File: config.mk
export PLATFORM = sky130hd
export DESIGN_NAME = duty_ramp_controller
export DESIGN_NICKNAME = d
export VERILOG_FILES = /design/src/rtl/duty_ramp_controller.sv
export SDC_FILE = /design/constraint.sdc
export NUM_CORES = 1
export LEC_CHECK = 0
export CORE_UTILIZATION = 61
export DETAILED_ROUTE_END_ITERATION = 7
export HOLD_SLACK_MARGIN = 0.1
export PLACE_DENSITY = 0.94
export REMOVE_ABC_BUFFERS = 1
export SLEW_MARGIN = 0
export SYNTH_ARGS = -nofsm -noshare
export SYNTH_HDL_FRONTEND = slang
export SYNTH_SLANG_ARGS = --single-unit
export TNS_END_PERCENT = 10
File: constraint.sdc
create_clock -name sys_clk -period 6.1 [get_ports sys_clk]
set_input_delay 0.61 -clock sys_clk [delete_from_list [all_inputs] [get_ports sys_clk]]
set_output_delay 0.61 -clock sys_clk [all_outputs]
set_load 0.05 [all_outputs]
File: src/rtl/duty_ramp_controller.sv
// Command-shaping stage in front of the BLDC driver: slew-limits duty and, on a
// disable or direction reversal, ramps duty to zero and coasts until the rotor stops.
package duty_ramp_pkg;
  typedef enum logic [1:0] {
    DIR_NONE = 2'd0,
    DIR_CW   = 2'd1,
    DIR_CCW  = 2'd2
  } rotation_direction_t;
endpackage

module duty_ramp_controller
  import duty_ramp_pkg::*;
#(
  parameter int unsigned clk_freq_hz       = 54_000_000,
  parameter int unsigned pwm_counter_width = 11,
  parameter int unsigned counter_width     = 32,
  parameter int unsigned ramp_step_us      = 100,
  parameter int unsigned ramp_step         = 8,
  parameter int unsigned max_duty          = 1003,
  parameter int unsigned stop_rpm          = 30,
  parameter int unsigned stop_timeout_ms   = 500
) (
  input  logic                         sys_clk,
  input  logic                         reset_n,
  input  logic                         cmd_enable,
  input  rotation_direction_t          cmd_direction,
  input  logic [pwm_counter_width-1:0] cmd_duty,
  input  logic [counter_width-1:0]     rpm,
  input  logic [2:0]                   driver_state,
  input  logic                         hall_error,
  output logic                         enable,
  output rotation_direction_t          direction,
  output logic [pwm_counter_width-1:0] pwm_duty,
  output logic [1:0]                   ramp_state,
  output logic                         at_target
);
  localparam int unsigned W           = pwm_counter_width;
  localparam int unsigned TICK_CYCLES = clk_freq_hz / 1_000_000 * ramp_step_us;
  localparam int unsigned PRESC_W     = (TICK_CYCLES > 1) ? $clog2(TICK_CYCLES) : 1;
  localparam logic [PRESC_W-1:0] PRESC_LAST = PRESC_W'(TICK_CYCLES - 1);
  localparam logic [PRESC_W-1:0] PRESC_ONE  = PRESC_W'(1);
  localparam logic [31:0] TIMEOUT_LOAD = 32'(64'(stop_timeout_ms) * 64'(clk_freq_hz) / 64'd1000);
  localparam logic [W-1:0] STEP_N   = W'(ramp_step);
  localparam logic [W:0]   STEP_EXT = {1'b0, STEP_N};
  localparam logic [W-1:0] MAX_DUTY = W'(max_duty);
  localparam logic [counter_width-1:0] STOP_RPM = counter_width'(stop_rpm);

  typedef enum logic [1:0] {
    IDLE      = 2'd0,
    RUN       = 2'd1,
    RAMP_DOWN = 2'd2,
    WAIT_STOP = 2'd3
  } ramp_state_t;

  ramp_state_t         state_q, state_d;
  logic                enable_q, enable_d;
  rotation_direction_t dir_q, dir_d;
  logic [W-1:0]        duty_q, duty_d;
  logic                at_target_q, at_target_d;
  logic [PRESC_W-1:0]  presc_q, presc_d;
  logic [31:0]         timeout_q, timeout_d;

  logic         tick_s, abort_s, gate_reset_s, match_s;
  logic [W-1:0] target_s, step_up_s, step_down_s, step_zero_s;
  logic [W:0]   up_sum_s, down_floor_s;

  // Prescaler, target clamp and candidate duty steps; the up path is one bit wider so it cannot wrap.
  always_comb begin
    presc_d      = (presc_q == PRESC_LAST) ? {PRESC_W{1'b0}} : presc_q + PRESC_ONE;
    tick_s       = (presc_q == PRESC_LAST);
    target_s     = (cmd_duty > MAX_DUTY) ? MAX_DUTY : cmd_duty;
    up_sum_s     = {1'b0, duty_q} + STEP_EXT;
    down_floor_s = {1'b0, target_s} + STEP_EXT;
    step_up_s    = (up_sum_s > {1'b0, target_s}) ? target_s : up_sum_s[W-1:0];
    step_down_s  = ({1'b0, duty_q} >= down_floor_s) ? (duty_q - STEP_N) : target_s;
    step_zero_s  = (duty_q >= STEP_N) ? (duty_q - STEP_N) : {W{1'b0}};
    abort_s      = hall_error | (driver_state == 3'd3);
    gate_reset_s = (driver_state >= 3'd4) && (driver_state <= 3'd6);
    match_s      = cmd_enable && (cmd_direction == dir_q);
  end

  // Next-state logic: abort beats transitions, and transitions suppress that cycle's duty step.
  always_comb begin
    state_d   = state_q;
    enable_d  = enable_q;
    dir_d     = dir_q;
    duty_d    = duty_q;
    timeout_d = (timeout_q != 32'd0) ? timeout_q - 32'd1 : 32'd0;
    if (abort_s && (state_q != IDLE)) begin
      state_d  = IDLE;
      enable_d = 1'b0;
      dir_d    = DIR_NONE;
      duty_d   = {W{1'b0}};
    end else begin
      case (state_q)
        IDLE: begin
          enable_d = 1'b0;
          dir_d    = DIR_NONE;
          duty_d   = {W{1'b0}};
          if (cmd_enable && (cmd_direction != DIR_NONE) && !abort_s) begin
            state_d  = RUN;
            enable_d = 1'b1;
            dir_d    = cmd_direction;
          end else begin
            state_d = IDLE;
          end
        end
        RUN: begin
          if (!match_s) begin
            state_d = RAMP_DOWN;
          end else if (tick_s && !gate_reset_s) begin
            if (duty_q < target_s) begin
              duty_d = step_up_s;
            end else if (duty_q > target_s) begin
              duty_d = step_down_s;
            end else begin
              duty_d = duty_q;
            end
          end else begin
            duty_d = duty_q;
          end
        end
        RAMP_DOWN: begin
          if (match_s) begin
            state_d = RUN;
          end else if (duty_q == {W{1'b0}}) begin
            state_d   = WAIT_STOP;
            enable_d  = 1'b0;
            timeout_d = TIMEOUT_LOAD;
          end else if (tick_s) begin
            duty_d = step_zero_s;
          end else begin
            duty_d = duty_q;
          end
        end
        WAIT_STOP: begin
          enable_d = 1'b0;
          duty_d   = {W{1'b0}};
          if ((rpm <= STOP_RPM) || (timeout_q <= 32'd1)) begin
            state_d = IDLE;
            dir_d   = DIR_NONE;
          end else begin
            state_d = WAIT_STOP;
          end
        end
        default: begin
          state_d  = IDLE;
          enable_d = 1'b0;
          dir_d    = DIR_NONE;
          duty_d   = {W{1'b0}};
        end
      endcase
    end
    at_target_d = (state_d == RUN) && (duty_d == target_s);
  end

  // State and output registers.
  always_ff @(posedge sys_clk or negedge reset_n) begin
    if (!reset_n) begin
      state_q     <= IDLE;
      enable_q    <= 1'b0;
      dir_q       <= DIR_NONE;
      duty_q      <= {W{1'b0}};
      at_target_q <= 1'b0;
      presc_q     <= {PRESC_W{1'b0}};
      timeout_q   <= 32'd0;
    end else begin
      state_q     <= state_d;
      enable_q    <= enable_d;
      dir_q       <= dir_d;
      duty_q      <= duty_d;
      at_target_q <= at_target_d;
      presc_q     <= presc_d;
      timeout_q   <= timeout_d;
    end
  end

  assign enable     = enable_q;
  assign direction  = dir_q;
  assign pwm_duty   = duty_q;
  assign ramp_state = state_q;
  assign at_target  = at_target_q;
endmodule

=== After elaboration in Yosys (flattened, before gate mapping) ===
Cells that the tools add are included.
W data, S select, Z words.

* Logic and storage cells: 89
* Register bits: 62
* Output and inout port bits: 17

* $add $sub $neg: 5
* Mux-type cells: 35
* Bitwise logic cells: 1
* Reductions and logical operators: 20
* $lt $le $gt $ge: 10
* Equal/unequal tests: 11

{| class="wikitable"
|+ Operator list
! operator !! count
|-
| $mux W32 || 5
|-
| $mux W11 || 12
|-
| $pmux W11 S3 || 1
|-
| $le A32 B1 Y1 const B || 1
|-
| $le A32 B5 Y1 const B || 1
|-
| $reduce_bool A32 Y1 || 1
|-
| $sub A32 B1 Y32 const B || 1
|-
| $add A11 B4 Y12 const B || 2
|-
| $mux W2 || 8
|-
| $add A13 B1 Y13 const B || 1
|-
| $eq A13 B13 Y1 const B || 1
|-
| $mux W13 || 1
|-
| $ge A11 B12 Y1 || 1
|-
| $gt A12 B11 Y1 || 1
|-
| $eq A11 B11 Y1 || 1
|-
| $ge A11 B4 Y1 const B || 1
|-
| $gt A11 B10 Y1 const B || 1
|-
| $gt A11 B11 Y1 || 1
|-
| $logic_not A11 Y1 || 1
|-
| $lt A11 B11 Y1 || 1
|-
| $sub A11 B4 Y11 const B || 1
|-
| $ne A3 B3 Y1 const B || 3
|-
| $pmux W2 S4 || 1
|-
| $logic_and A1 B1 Y1 || 7
|-
| other kinds (19) || 27
|}

=== Depth between registers and ports, before layout ===
* Word-level depth: 13
* Depth in mapped cells: 20
* Mapped depth without buffers: 18

=== Least setup slack after synthesis ===
OpenSTA, ideal clock, no wires.

* Path type: input to register
* Start: input port cmd_duty[10]
* End: register at_target_q (netlist: at_target)
* Stages on the path: 20
* Required time: 6004 ps
* Setup time: 96 ps
* Path slack: 2217 ps
* Arrival: 3787 ps
* Path through: clkbuf_1 -> inv_1 -> o31a_1 -> nand2_1 -> inv_1 -> ha_1 -> nand2_1 -> nor3_1 -> xnor2_1 -> ha_1 -> nand3_1 -> nor3_1 -> o21ai_0 -> nand2_1 -> clkbuf_1 -> nand4b_1 -> nor4bb_1 -> a211oi_1 -> nand4b_1 -> nor4_2

* Longest elaborated chain between the ends: 13
* Elaborated cells on any way between the ends: 17
* Classes of those cells: add/sub: 1; order compare: 5; eq/ne: 1; mux: 9; reduce/logical: 1

{| class="wikitable"
|+ RTL lines
! what !! line !! RTL
|-
| start, declared || 27 || <nowiki>input logic [pwm_counter_width-1:0] cmd_duty,</nowiki>
|-
| $gt A11 B10 Y1 || 71 || <nowiki>target_s = (cmd_duty > MAX_DUTY) ? MAX_DUTY : cmd_duty;</nowiki>
|-
| $mux W11 (*) || 71 ||
|-
| $add A11 B4 Y12 || 73 || <nowiki>down_floor_s = {1'b0, target_s} + STEP_EXT;</nowiki>
|-
| $ge A11 B12 Y1 || 75 || <nowiki>step_down_s = ({1'b0, duty_q} >= down_floor_s) ? (duty_q - STEP_N) : target_s;</nowiki>
|-
| $mux W11 || 75 ||
|-
| $mux W11 || 114 || <nowiki>end else if (duty_q > target_s) begin</nowiki>
|-
| $mux W11 || 112 || <nowiki>if (duty_q < target_s) begin</nowiki>
|-
| $mux W11 || 111 || <nowiki>end else if (tick_s && !gate_reset_s) begin</nowiki>
|-
| $mux W11 || 109 || <nowiki>if (!match_s) begin</nowiki>
|-
| $pmux W11 S3 || 95 || <nowiki>case (state_q)</nowiki>
|-
| $mux W11 || 89 || <nowiki>if (abort_s && (state_q != IDLE)) begin</nowiki>
|-
| $eq A11 B11 Y1 (*) || 154 || <nowiki>at_target_d = (state_d == RUN) && (duty_d == target_s);</nowiki>
|-
| $logic_and A1 B1 Y1 (*) || 154 ||
|-
| via at_target_d || 59 || <nowiki>logic at_target_q, at_target_d;</nowiki>
|-
| end signal, assigned || 172 || <nowiki>at_target_q <= at_target_d;</nowiki>
|-
| end, declared || 59 ||
|}

The timed path passes the listed nets; every way through them passes the cells marked *.
A chain may end at the register's enable or synchronous reset.

=== Worst setup path in the final report ===
* Start: input port cmd_duty[2]
* End: register at_target_q (netlist: at_target)

The elaborated chain is that of the path after synthesis.

==> results.md <==
- Critical Path AT: 5260 ps
- CP Depth: 19
- Final global-route overflow total: 0
- Unique masters post-synth: 74
- Cell repeated most along the worst path: nand2_1
- Die Ht: 94.8 µm
- Cell family with most CP delay: simple AND/OR/NAND/NOR gates
- DRT Wirelength: 17.4 mm
- P_int: 0.000846 W
- Vias in the first global route: 5338
- Post-CTS setup buffers: 0
- Final cycle utilization of the critical path: 81.9%
- Post-synthesis cell count: 641
- Max cap viols: 0
- Worst Path Required: 6360 ps
- Most common cell after layout, fill and taps aside: nor2_1
- Fmax: 200 MHz
- Clock Skews: 7.53 ps
- Die footprint: 8990 µm²
- Worst slew pin tran: 936 ps
- Unrepaired setup endpoints after global routing: false
- Part of the power in registers: 43.6%
- Depth of the most critical reg-to-reg path: 11
- Number of buffers created by CTS: 9
- DRC: 0
- Worst-path clk slew: 80 ps
- Multi-input logic area: 3490 µm²
- Clk_lat worst skew: 350 ps
- Final Core Density: 75.3%
- Root Driver: clkbuf_8
- Sw frac: 34.1%
- Post-Synthesis Mean Instance Area: 8.20 µm²
- Fillers: 601
- # resized after CTS: 0
- Comb pwr share: 23.5%
- Initial antenna violation count: 0
- Slew Viols, Final: 0
- HPWL after DPL: 12.7 mm
- Min-delay worst type: in -> async
- Power Density: 207 nW/µm²
- Hold Violations, Final: 0
- CP Cell Sequence: clkdlybuf4s50_1 > a21oi_1 > o31a_1 > nand2_1 > inv_1 > ha_1 > nand2_1 > nor3_1 > xnor2_1 > ha_1 > nand3_1 > o211ai_1 > nor2_1 > nand2_1 > o22ai_2 > nand2_1 > or4b_1 > nand4b_1 > nor4_2
- CTS tree: done
- Tot GR Track Use: 39.5%
- Register area: 1550 µm²
- Initial DRC count: 463
- Core Box Area: 8260 µm²
- Setup TNS: 0 ps
- Startpoint type of the worst setup path: input pin
- Layout area overhead: 18.3%
- Crit path time final: 5000 ps
- Number of I/O pins: 69
- Rows: 33
- Via/cell ratio: 6.83
- Antenna Violating Nets Remaining: 0
- Net Sw Power: 0.000439 W
- Clock share of power: 32.9%
- Initial core utilization: 63.6%
- Number of synthesized flops with an enable pin: 0
- Number of synthesized register bits: 62
- Clock tree sinks: 62
- Final net count: 789
- TritonRoute pass-1 iters: 5
- Mapped Area: 5260 µm²
- Register area share after synthesis: 29.5%
- H-tree lvl count: 3
- Outcome: complete, no violations
- Setup crit end kind: flip-flop
- Routed len/inst: 21.4 µm
- First-pass GRT wire length: 26.9 mm
- Async SR Flop Fraction: 100%
- Main flop type after synthesis: dfrtp_1
- # setup viols final: 0
- Leak: 2.52 nW
- Crit Path Class: in -> reg
- Relative slew margins: 37.4%
- Post-CTS Hold Buffers: 0
- ANT cells: 0
- Clock Tree Buf Depth: 2
- YS warnings: 0
- Internal reg-to-reg setup slack: 1690 ps
- Via count: 5547
- Global placer's final weighted congestion: 1.02
- Slowest cell on the critical path: o22ai_2
- Die X-Extent: 94.8 µm
- Port buffer count: 68
- Largest net degree at the start of global routing: 63
- Worst IR drop on VDD: 0.000154 V
- Worst-path fanout max: 16
- Fraction of layout cells with a size suffix above 1: 5.94%
- Slowest stage delay, CP: 600 ps
- Crit path buffers/inverters: 2
- Commonest cells after routing, fill and taps aside: 68 x nor2_1, 67 x clkdlybuf4s50_1, 62 x dfrtp_1
[worst reg2reg max path: stages, from the launching register on]
cell,delay [ps]
dfrtp_1,760
inv_1,390
ha_1,380
or3b_1,350
nor3_4,120
a2111oi_4,430
a31oi_1,260
o21ai_0,280
o32ai_1,240
nor4bb_1,630
o2111ai_1,230
nor4_2,240
[state kept, by name (all words and copies together) (netlist names)]
signal and flops:
ramp_state 2, pwm_duty 11, timeout_q 32, presc_q 13, enable 1, at_target 1
direction 2
[power by group through the flow]
| stage | combinational, W | clock [W] | sequential [W] |
|---|---|---|---|
| 2_1_floorplan | 0.000179 | 0 | 0.000552 |
| 3_3_place_gp | 0.000273 | 0 | 0.000550 |
| 3_5_place_dp | 0.000288 | 0 | 0.000559 |
| 4_1_cts | 0.000295 | 0.000426 | 0.000556 |
| 5_1_grt | 0.000329 | 0.000443 | 0.000565 |
| 6_report | 0.000302 | 0.000422 | 0.000560 |
[layer usage]
layer	global-route usage [%]	part of all wire, %	vias to the layer above
li1	-	-	2500
met1	50.8	41	2662
met2	64.1	46	332
met3	11.4	10	53
met4	11.7	2.6	0
met5	2.38	0	-
[final timing paths]
path / end / from
max: at_target$_DFF_PN0_ / cmd_duty[2]
min: presc_q[10]$_DFF_PN0_ / reset_n
max reg2reg: at_target$_DFF_PN0_ / pwm_duty[3]$_DFF_PN0_
min reg2reg: enable$_DFFE_PN0P_ / enable$_DFFE_PN0P_
max in group asynchronous: ramp_state[0]$_DFF_PN0_ / reset_n
min in group sys_clk: enable$_DFFE_PN0P_ / enable$_DFFE_PN0P_
[through the flow]
step | instance area (µm²) | setup slack [ps] | total power (W) | cells | hold slack, ps
after floorplan | 5140 | 2250 | 0.000731 | 617 | 314
after global placement | 5990 | 1100 | 0.000823 | 796 | 471
after detailed placement | 5990 | 827 | 0.000847 | 796 | 476
after CTS | 6220 | 1220 | 0.00128 | 812 | 439
after global routing | 6220 | 845 | 0.00134 | 812 | 491
final | 6220 | 1100 | 0.00128 | 812 | 414
[cell usage after synthesis, drive strengths merged, types with 10 or more instances]
library cell  instances  area (µm²)
a21oi                36         180
a31oi                10        62.6
and2                 10        65.1
and3                 13        81.3
buf                  13        77.6
clkbuf               13        48.8
dfrtp                62        1550
ha                   35         438
inv                  24        90.1
nand2                50         188
nand3                34         175
nor2                 68         255
nor3                 28         151
nor4                 22         150
o21ai                40         200
xnor2                31         272
xor2                 22         193
[area by class of cell]
class | instances | area share [%]
Inverter | 24 | 1.45
Multi-Input combinational cell | 531 | 56.2
Clock buffer | 9 | 1.99
Timing Repair Buffer | 74 | 11.6
Clock inverter | 7 | 1.67
Tap cell | 105 | 2.11
Sequential cell | 62 | 25.0
[cell families (layout without fill, tap and decap cells)]
| group | Yosys count | after routing | share of synthesized area [%] |
|---|---|---|---|
| buffers and inverters | 50 | 114 | 4.12 |
| flip-flops | 62 | 62 | 29.5 |
| XOR/XNOR | 53 | 53 | 8.83 |
| multiplexers | 5 | 5 | 0.952 |
| adder cells (fa/ha/maj) | 35 | 35 | 8.33 |
| AO/OA/AOI/OAI | 160 | 160 | 20.6 |
| AND/OR/NAND/NOR | 275 | 275 | 27.5 |
| other | 1 | 3 | 0.0714 |
(Power assumes the default switching activity.)
